$ cat src/rtl/run_sequencer.sv
// Run controller for the 9-bit core: holds it in init, releases it, times the run
// and reports done/timeout through a go/done/ack handshake with the host.
//
// Handshake: go is accepted only in IDLE; done stays high until ack is seen in DONE;
// go and ack present in any other state are ignored.
module run_sequencer #(
  parameter int unsigned     START_CYCLES = 2,
  parameter int unsigned     CW           = 16,
  parameter logic [CW-1:0]   TIMEOUT      = 16'hFFFF
) (
  input  logic          CLK,
  input  logic          reset_n,
  input  logic          go,
  input  logic          ack,
  input  logic          halt,
  output logic          start,
  output logic          busy,
  output logic          done,
  output logic          timeout,
  output logic [CW-1:0] cycle_count,
  output logic [7:0]    run_count,
  output logic [1:0]    dbg_state
);

  typedef enum logic [1:0] {
    ST_IDLE  = 2'd0,
    ST_START = 2'd1,
    ST_RUN   = 2'd2,
    ST_DONE  = 2'd3
  } state_t;

  localparam int unsigned   SW        = (START_CYCLES > 1) ? $clog2(START_CYCLES) : 1;
  localparam logic [SW-1:0] SCNT_INIT = SW'(START_CYCLES - 1);
  localparam logic [CW-1:0] CC_LAST   = TIMEOUT - CW'(1);

  state_t        state_q, state_d;
  logic [SW-1:0] scnt_q, scnt_d;
  logic          start_q, start_d;
  logic          busy_q, busy_d;
  logic          done_q, done_d;
  logic          timeout_q, timeout_d;
  logic [CW-1:0] cycle_count_q, cycle_count_d;
  logic [7:0]    run_count_q, run_count_d;
  logic          enter_done;

  always_comb begin
    state_d       = state_q;
    scnt_d        = scnt_q;
    start_d       = start_q;
    busy_d        = busy_q;
    done_d        = done_q;
    timeout_d     = timeout_q;
    cycle_count_d = cycle_count_q;
    run_count_d   = run_count_q;
    enter_done    = 1'b0;

    case (state_q)
      ST_IDLE: begin
        start_d = 1'b1;
        if (go) begin
          state_d       = ST_START;
          scnt_d        = SCNT_INIT;
          cycle_count_d = '0;
          timeout_d     = 1'b0;
          busy_d        = 1'b1;
        end
      end
      ST_START: begin
        // halt may be left over from the previous program, so it is not looked at here
        if (scnt_q == '0) begin
          state_d = ST_RUN;
          start_d = 1'b0;
        end else begin
          scnt_d = scnt_q - SW'(1);
        end
      end
      ST_RUN: begin
        if (halt) begin
          timeout_d  = 1'b0;
          enter_done = 1'b1;
        end else if (cycle_count_q == CC_LAST) begin
          cycle_count_d = TIMEOUT;
          timeout_d     = 1'b1;
          enter_done    = 1'b1;
        end else begin
          cycle_count_d = cycle_count_q + CW'(1);
        end
      end
      ST_DONE: begin
        if (ack) begin
          state_d = ST_IDLE;
          done_d  = 1'b0;
        end
      end
      default: state_d = ST_IDLE;
    endcase

    if (enter_done) begin
      state_d     = ST_DONE;
      run_count_d = run_count_q + 8'd1;
      start_d     = 1'b1;
      busy_d      = 1'b0;
      done_d      = 1'b1;
    end
  end

  always_ff @(posedge CLK) begin
    if (!reset_n) begin
      state_q       <= ST_IDLE;
      scnt_q        <= '0;
      start_q       <= 1'b1;
      busy_q        <= 1'b0;
      done_q        <= 1'b0;
      timeout_q     <= 1'b0;
      cycle_count_q <= '0;
      run_count_q   <= '0;
    end else begin
      state_q       <= state_d;
      scnt_q        <= scnt_d;
      start_q       <= start_d;
      busy_q        <= busy_d;
      done_q        <= done_d;
      timeout_q     <= timeout_d;
      cycle_count_q <= cycle_count_d;
      run_count_q   <= run_count_d;
    end
  end

  assign start       = start_q;
  assign busy        = busy_q;
  assign done        = done_q;
  assign timeout     = timeout_q;
  assign cycle_count = cycle_count_q;
  assign run_count   = run_count_q;
  assign dbg_state   = state_q;

endmodule

$ cat config.mk
export PLATFORM = sky130hd
export DESIGN_NAME = run_sequencer
export DESIGN_NICKNAME = d
export VERILOG_FILES = /design/src/rtl/run_sequencer.sv
export SDC_FILE = /design/constraint.sdc
export NUM_CORES = 1
export LEC_CHECK = 0
export CAP_MARGIN = 20
export CORE_MARGIN = 10
export CORE_UTILIZATION = 55
export CTS_BUF_LIST = sky130_fd_sc_hd__clkbuf_8
export DETAILED_ROUTE_END_ITERATION = 7
export PLACE_DENSITY = 0.84
export SETUP_SLACK_MARGIN = 0.2
export SLEW_MARGIN = 20
export SYNTH_ARGS = -nofsm -noshare
export SYNTH_HDL_FRONTEND = slang
export SYNTH_SLANG_ARGS = --single-unit
$ cat constraint.sdc
create_clock -name CLK -period 4.5 [get_ports CLK]
set_clock_uncertainty 0.15 [all_clocks]
set_input_delay 0.9 -clock CLK [delete_from_list [all_inputs] [get_ports CLK]]
set_output_delay 0.9 -clock CLK [all_outputs]
set_load 0.02 [all_outputs]
==> impl_results.md, run 1 <==
* Status: finished clean
* Clk buf depth at 2
* Chip height at 74.1 um
* CTS clock-pin slew for the worst setup and hold paths at 0.06 ns
* Syn Inst Count at 200
* Vias in the first global route at 1523
* Final Max Tran Viols at 0
* Gpl congestion at 0.887
* Critical Path Start Type: primary input
* Routed WL per cell at 15.9 um
* CTS tree: built
* Buffers added on ports at 34
* RSZ-0062 raised after global routing: no
* Max VDD drop at 0.000338 V
* Fillers at 224
* Critical-path maximum fanout at 23
* Clk_lat worst skew at 0.28 ns
* Initial antenna violation count at 0
* Mean post-synth cell area at 8.06 um^2
* Worst Hold Class: reg -> reg
* CTS Root Cell: clkbuf_8
* Cts hold-fix bufs at 0
* CP max stage cell: nor3_1
* Placed Area at 1970 um^2
* H-tree depth at 2
* Layout cells sized above 1 at 7.63%
* Nets at 243
* Horiz. Die Dim at 74.1 um
* Post-DR vias/cell at 6.12
* Finished Cell Area at 2070 um^2
* DRC viols at 0
* Area Growth Syn to Fin at 28.7%
* Row count at 19
* I/O pin cnt at 35
* Drt pass-1 iters at 4
* FFs w/ async S/R, synth at 0%
* Primary FF master, synth: dfxtp_1
* FF/Latch Area at 621 um^2
* Sequential share of the synthesized area at 38.5%
* Mapped Area at 1610 um^2
* Postcts setup bufs at 0
* Final setup vio count at 0
* First-pass GRT wire length at 7200 um
* DIE AREA at 5500 um^2
* Setup TNS at 0 ns
* Period utilisation layout at 67.1%
* Crit Path Category: in -> reg
* Starting Density at 57.9%
* Worst EP arrival at 3.10 ns
* Placed insts at 259
* Minimum clock period at 3.02 ns
* Number of max-cap violations at 0
* Vias at 1634
* Hold Fails Final Rpt at 0
* Worst path cell trace: clkdlybuf4s50_1 > buf_4 > clkinv_1 > nor3_1 > o21ai_0 > nand2_1 > a22o_1
* DP Wirelength at 2980 um
* Crit path required time at 4.58 ns
* Grt ovf at 0
* Post-synth net total at 208
* Post-CTS sizing at 0
* Max incr delay on CP at 0.74 ns
* Largest net degree at the start of global routing at 24
* Multi-input logic area at 933 um^2
* Core Region at 2780 um^2
* CP top delay family: buffers and inverters
* Initial DRC count at 118
* CTS Sinks at 31
* F_max at 0.331 GHz
* N_diodes at 0
* CP Buf/Inv Count at 3
* Relative slew slack at 46.3%
* Num CTS Buffers at 5
* Non-filler instance count after layout at 267
* Final hold slack at 0.327 ns
* Static Leak at 0.739 nW
* Final ANT Viol Nets at 0
* WL final at 4250 um
* Synthesized flop and latch total at 31
* Pwr dens at 305 nW/um^2
* Gr usage total at 16.2%
* Unique masters post-synth at 46
* YS warnings at 0
* Least-Margin Pin Slew at 0.800 ns
* CP endpoint kind: flop
* EDFF count, synth at 0
==> cells by family after synthesis <==
family          count (synthesis)  synth area share, %
fa+ha+maj                       3                 2.33
flops                          31                 38.5
buf+inv                        15                 3.57
compound gates                 63                 26.0
simple gates                   84                 27.2
mux                             3                 1.86
xor+xnor                        1                0.544
==> synthesized netlist by cell type, types with 6 or more instances <==
cell      count  area share (%)
o21ai_0      11             3.4
a21oi_1      15             4.7
dfxtp_1      31              39
clkbuf_1      7             1.6
nand2b_1      6             2.3
nand3_1      11             3.4
a22o_1        6             3.3
nor2_1       13             3.0
nand2_1      28             6.5
o22ai_1       7             2.7
inv_1         6             1.4
==> state kept, by name (all words and copies together), names as in the netlist <==
signal,flops
busy,1
cycle_count,16
dbg_state,2
done,1
run_count,8
scnt_q,1
start,1
timeout,1
==> tightest hold or removal path, cell delays in order (launching register included) <==
cell     delay, ns
dfxtp_1       0.32
nand2_1       0.05
mux2i_1       0.05
==> path summary, 6_finish.rpt <==
kind	from	endpoint	slack (ns)	cells after the start
max	reset_n	cycle_count[12]	1.48	7
min	run_count[6]	run_count[6]	0.33	2
max reg2reg	cycle_count[7]	run_count[5]	2.34	5
min reg2reg	run_count[6]	run_count[6]	0.33	2
==> per-layer routing <==
metal | routed length, um | track usage [%] | up-vias
met2 | 1860 | 23.9 | 66
met4 | 63 | 6.00 | 0
met5 | 0 | 0 | -
met1 | 1940 | 20.7 | 748
li1 | - | - | 810
met3 | 393 | 6.78 | 10
==> layout by cell type, fill, tap and decap left out, types with 3 or more instances in the layout <==
master,n
clkdlybuf4s50_1,34
dfxtp_1,31
nand2_1,28
a21oi_1,15
nor2_1,13
nand3_1,11
o21ai_0,11
inv_1,7
o22ai_1,7
clkbuf_8,7
nand2b_1,6
a22o_1,6
o31ai_1,5
o21a_1,5
nand4_1,3
nor3_1,3
mux2i_1,3
nand3b_1,3
or3_1,3
ha_1,3
==> power breakdown <==
part           switching, mW  internal, mW
registers             0.0136         0.283
logic                 0.0554        0.0411
clock network          0.103         0.137
==> through the flow <==
step	setup slack, ns	util (%)	power (mW)
after floorplan	2.34	-	0.364
after global placement	1.29	71.0	0.396
after detailed placement	1.18	71.0	0.398
after CTS	1.48	74.6	0.635
after global routing	1.23	74.6	0.659
final	1.48	74.6	0.633
==> layout make-up <==
cell class | count | area share, %
multi-input cells | 154 | 45.0
flip-flops and latches | 31 | 29.9
repair buffers | 36 | 17.1
well taps | 31 | 1.87
inverters | 7 | 1.27
clock inverters | 1 | 0.181
clock buffers | 7 | 4.64
(Power assumes the default switching activity.)
==> run 2, diff against run 1 <==
--- a/config.mk
+++ b/config.mk
@@ -7,10 +7,10 @@
 export LEC_CHECK = 0
 export CAP_MARGIN = 20
 export CORE_MARGIN = 10
-export CORE_UTILIZATION = 55
+export CORE_UTILIZATION = 47
 export CTS_BUF_LIST = sky130_fd_sc_hd__clkbuf_8
 export DETAILED_ROUTE_END_ITERATION = 7
-export PLACE_DENSITY = 0.84
+export PLACE_DENSITY = 0.76
 export SETUP_SLACK_MARGIN = 0.2
 export SLEW_MARGIN = 20
 export SYNTH_ARGS = -nofsm -noshare
==> constraint.sdc (replaced) <==
create_clock -name CLK -period 2.7 [get_ports CLK]
set_clock_uncertainty 0.15 [all_clocks]
set_input_delay 0.54 -clock CLK [delete_from_list [all_inputs] [get_ports CLK]]
set_output_delay 0.54 -clock CLK [all_outputs]
set_load 0.02 [all_outputs]
==> impl_results.md, run 2 (synthesis results as in run 1) <==
* I/O pin cnt at 35 (unchanged)
* Crit Path Category: reg -> out
* Layout cells sized above 1 at 8.40% (+0.78 points)
* Gr usage total at 13.9% (-2.3 points)
* Number of max-cap violations at 0 (unchanged)
* Max VDD drop at 0.000276 V (-18%)
* Minimum clock period at 2.24 ns
* Core Region at 3340 um^2 (+20%)
* DP Wirelength at 3030 um (+1.8%)
* Largest register FFs at 16 (unchanged)
* Routed WL per cell at 15.1 um (-5.5%)
* Pwr dens at 483 nW/um^2 (+58%)
* Grt ovf at 0 (unchanged)
* CP endpoint kind: output pin
* Worst path cell trace: clkdlybuf4s50_1
* Nets at 245 (+0.82%)
* CTS Root Cell: clkbuf_8
* Commonest non-fill, non-tap cell in the layout: clkdlybuf4s50_1
* Grt met3 use at 6.04% (-0.75 points)
* Final ANT Viol Nets at 0 (unchanged)
* WL final at 4280 um (+0.52%)
* Hold Fails Final Rpt at 0 (unchanged)
* Horiz. Die Dim at 78.6 um (+6.0%)
* Initial DRC count at 140 (+19%)
* Max incr delay on CP at 0.69 ns (-0.05 ns)
* CTS clock-pin slew for the worst setup and hold paths at 0.07 ns (about the same)
* Relative slew slack at 60.7% (+14 points)
* Critical-path maximum fanout at 13 (-43%)
* Least-Margin Pin Slew at 0.588 ns (-0.211 ns)
* Clock network fraction of total power at 35.1% (-2.8 points)
* F_max at 0.447 GHz
* CP max stage cell: clkdlybuf4s50_1
* Internal power at 0.718 mW (+56%)
* Gpl congestion at 0.872 (-1.7%)
* Sw Share at 28.9% (+1.8 points)
* Critical Path Start Type: flop
* Non-filler instance count after layout at 284 (+6.4%)
* Final setup vio count at 0 (unchanged)
* Drt pass-1 iters at 4 (unchanged)
* Largest net degree at the start of global routing at 17 (-29%)
* Seq pwr share at 49.0% (+2.1 points)
* Clk buf depth at 2 (unchanged)
* Buffers added on ports at 34 (unchanged)
* Most frequent cells in the layout: clkdlybuf4s50_1 (34), dfxtp_1 (31), nand2_1 (28), a21oi_1 (15), nor2_1 (13)
* Placed Area at 2010 um^2 (+1.7%)
* Area Growth Syn to Fin at 29.9%
* Post-DR vias/cell at 5.68 (-7.2%)
* Core Util, Final at 62.7% (-12 points)
* DIE AREA at 6170 um^2 (+12%)
* Cts hold-fix bufs at 0 (unchanged)
* Worst EP arrival at 1.55 ns (-1.55 ns)
* Finished Cell Area at 2090 um^2 (+0.90%)
* Postcts setup bufs at 0 (unchanged)
* Static Leak at 0.739 nW (about the same)
* Combinational Power Share at 15.9% (+0.7 points)
* CTS tree: built
* Worst Hold Class: reg -> reg
* Starting Density at 48.3% (-9.6 points)
* H-tree depth at 2 (unchanged)
* First-pass GRT wire length at 7080 um (-1.6%)
* Vias in the first global route at 1420 (-6.8%)
* DRC viols at 0 (unchanged)
* Status: finished clean
* Met2 GRT Util at 19.9% (-4.0 points)
* Grt met1 use at 17.9% (-2.8 points)
* Num CTS Buffers at 5 (unchanged)
* RSZ-0062 raised after global routing: no
* Setup TNS at 0 ns (unchanged)
* Crit path required time at 2.01 ns (-2.57 ns)
* Final hold slack at 0.331 ns (+0.00349 ns)
* N_diodes at 0 (unchanged)
* Post-CTS sizing at 0 (unchanged)
* Vias at 1613 (-1.3%)
* Fillers at 316 (+41%)
* Chip height at 78.6 um (+6.0%)
* Row count at 21 (+2)
* Placed insts at 276 (+6.6%)
* Most used routing layer: met2
* Clk_lat worst skew at 0.29 ns (about the same)
* CP Buf/Inv Count at 1 (-2)
* CTS Sinks at 31 (unchanged)
* Final Max Tran Viols at 0 (unchanged)
* Initial antenna violation count at 0 (unchanged)
* Period utilisation layout at 82.8%
* CP top delay family: buffers and inverters
* NetSw at 0.292 mW (+70%)
==> run 2: cell type report <==
type / instances / area, um^2 / area share (%)
multi-input combinational: 154 / 933 / 44.6
sequential: 31 / 621 / 29.6
timing repair buffer: 38 / 370 / 17.7
clock buffer: 5 / 68.8 / 3.29
tap: 46 / 57.6 / 2.75
inverter: 7 / 26.3 / 1.26
clock inverter: 3 / 16.3 / 0.777
==> run 2: per-layer routing <==
layer | vias up | wire, um
li1 | 810 | -
met1 | 741 | 1870
met2 | 55 | 1940
met3 | 7 | 389
met4 | 0 | 71
met5 | - | 0
==> run 2: through the flow <==
step / power [mW] / setup slack (ns)
2_1_floorplan: 0.607 / 0.638
3_3_place_gp: 0.663 / 0.392
3_5_place_dp: 0.665 / 0.332
4_1_cts: 1.02 / 0.463
5_1_grt: 1.06 / 0.314
6_report: 1.01 / 0.464
==> run 2: final timing paths <==
kind | cells past startpoint | slack (ns) | end | start
max | 1 | 0.46 | dbg_state[0] | dbg_state[0]
min | 2 | 0.33 | run_count[6] | run_count[6]
max reg2reg | 5 | 0.51 | cycle_count[3] | cycle_count[10]
min reg2reg | 2 | 0.33 | run_count[6] | run_count[6]
==> run 2: power by group through the flow <==
stage | registers (mW) | logic, mW | clock network [mW]
detailed placement | 0.505 | 0.160 | 0
global route | 0.498 | 0.177 | 0.384
finish | 0.495 | 0.161 | 0.354
global placement | 0.505 | 0.158 | 0
CTS | 0.495 | 0.161 | 0.366
floorplan | 0.508 | 0.0994 | 0
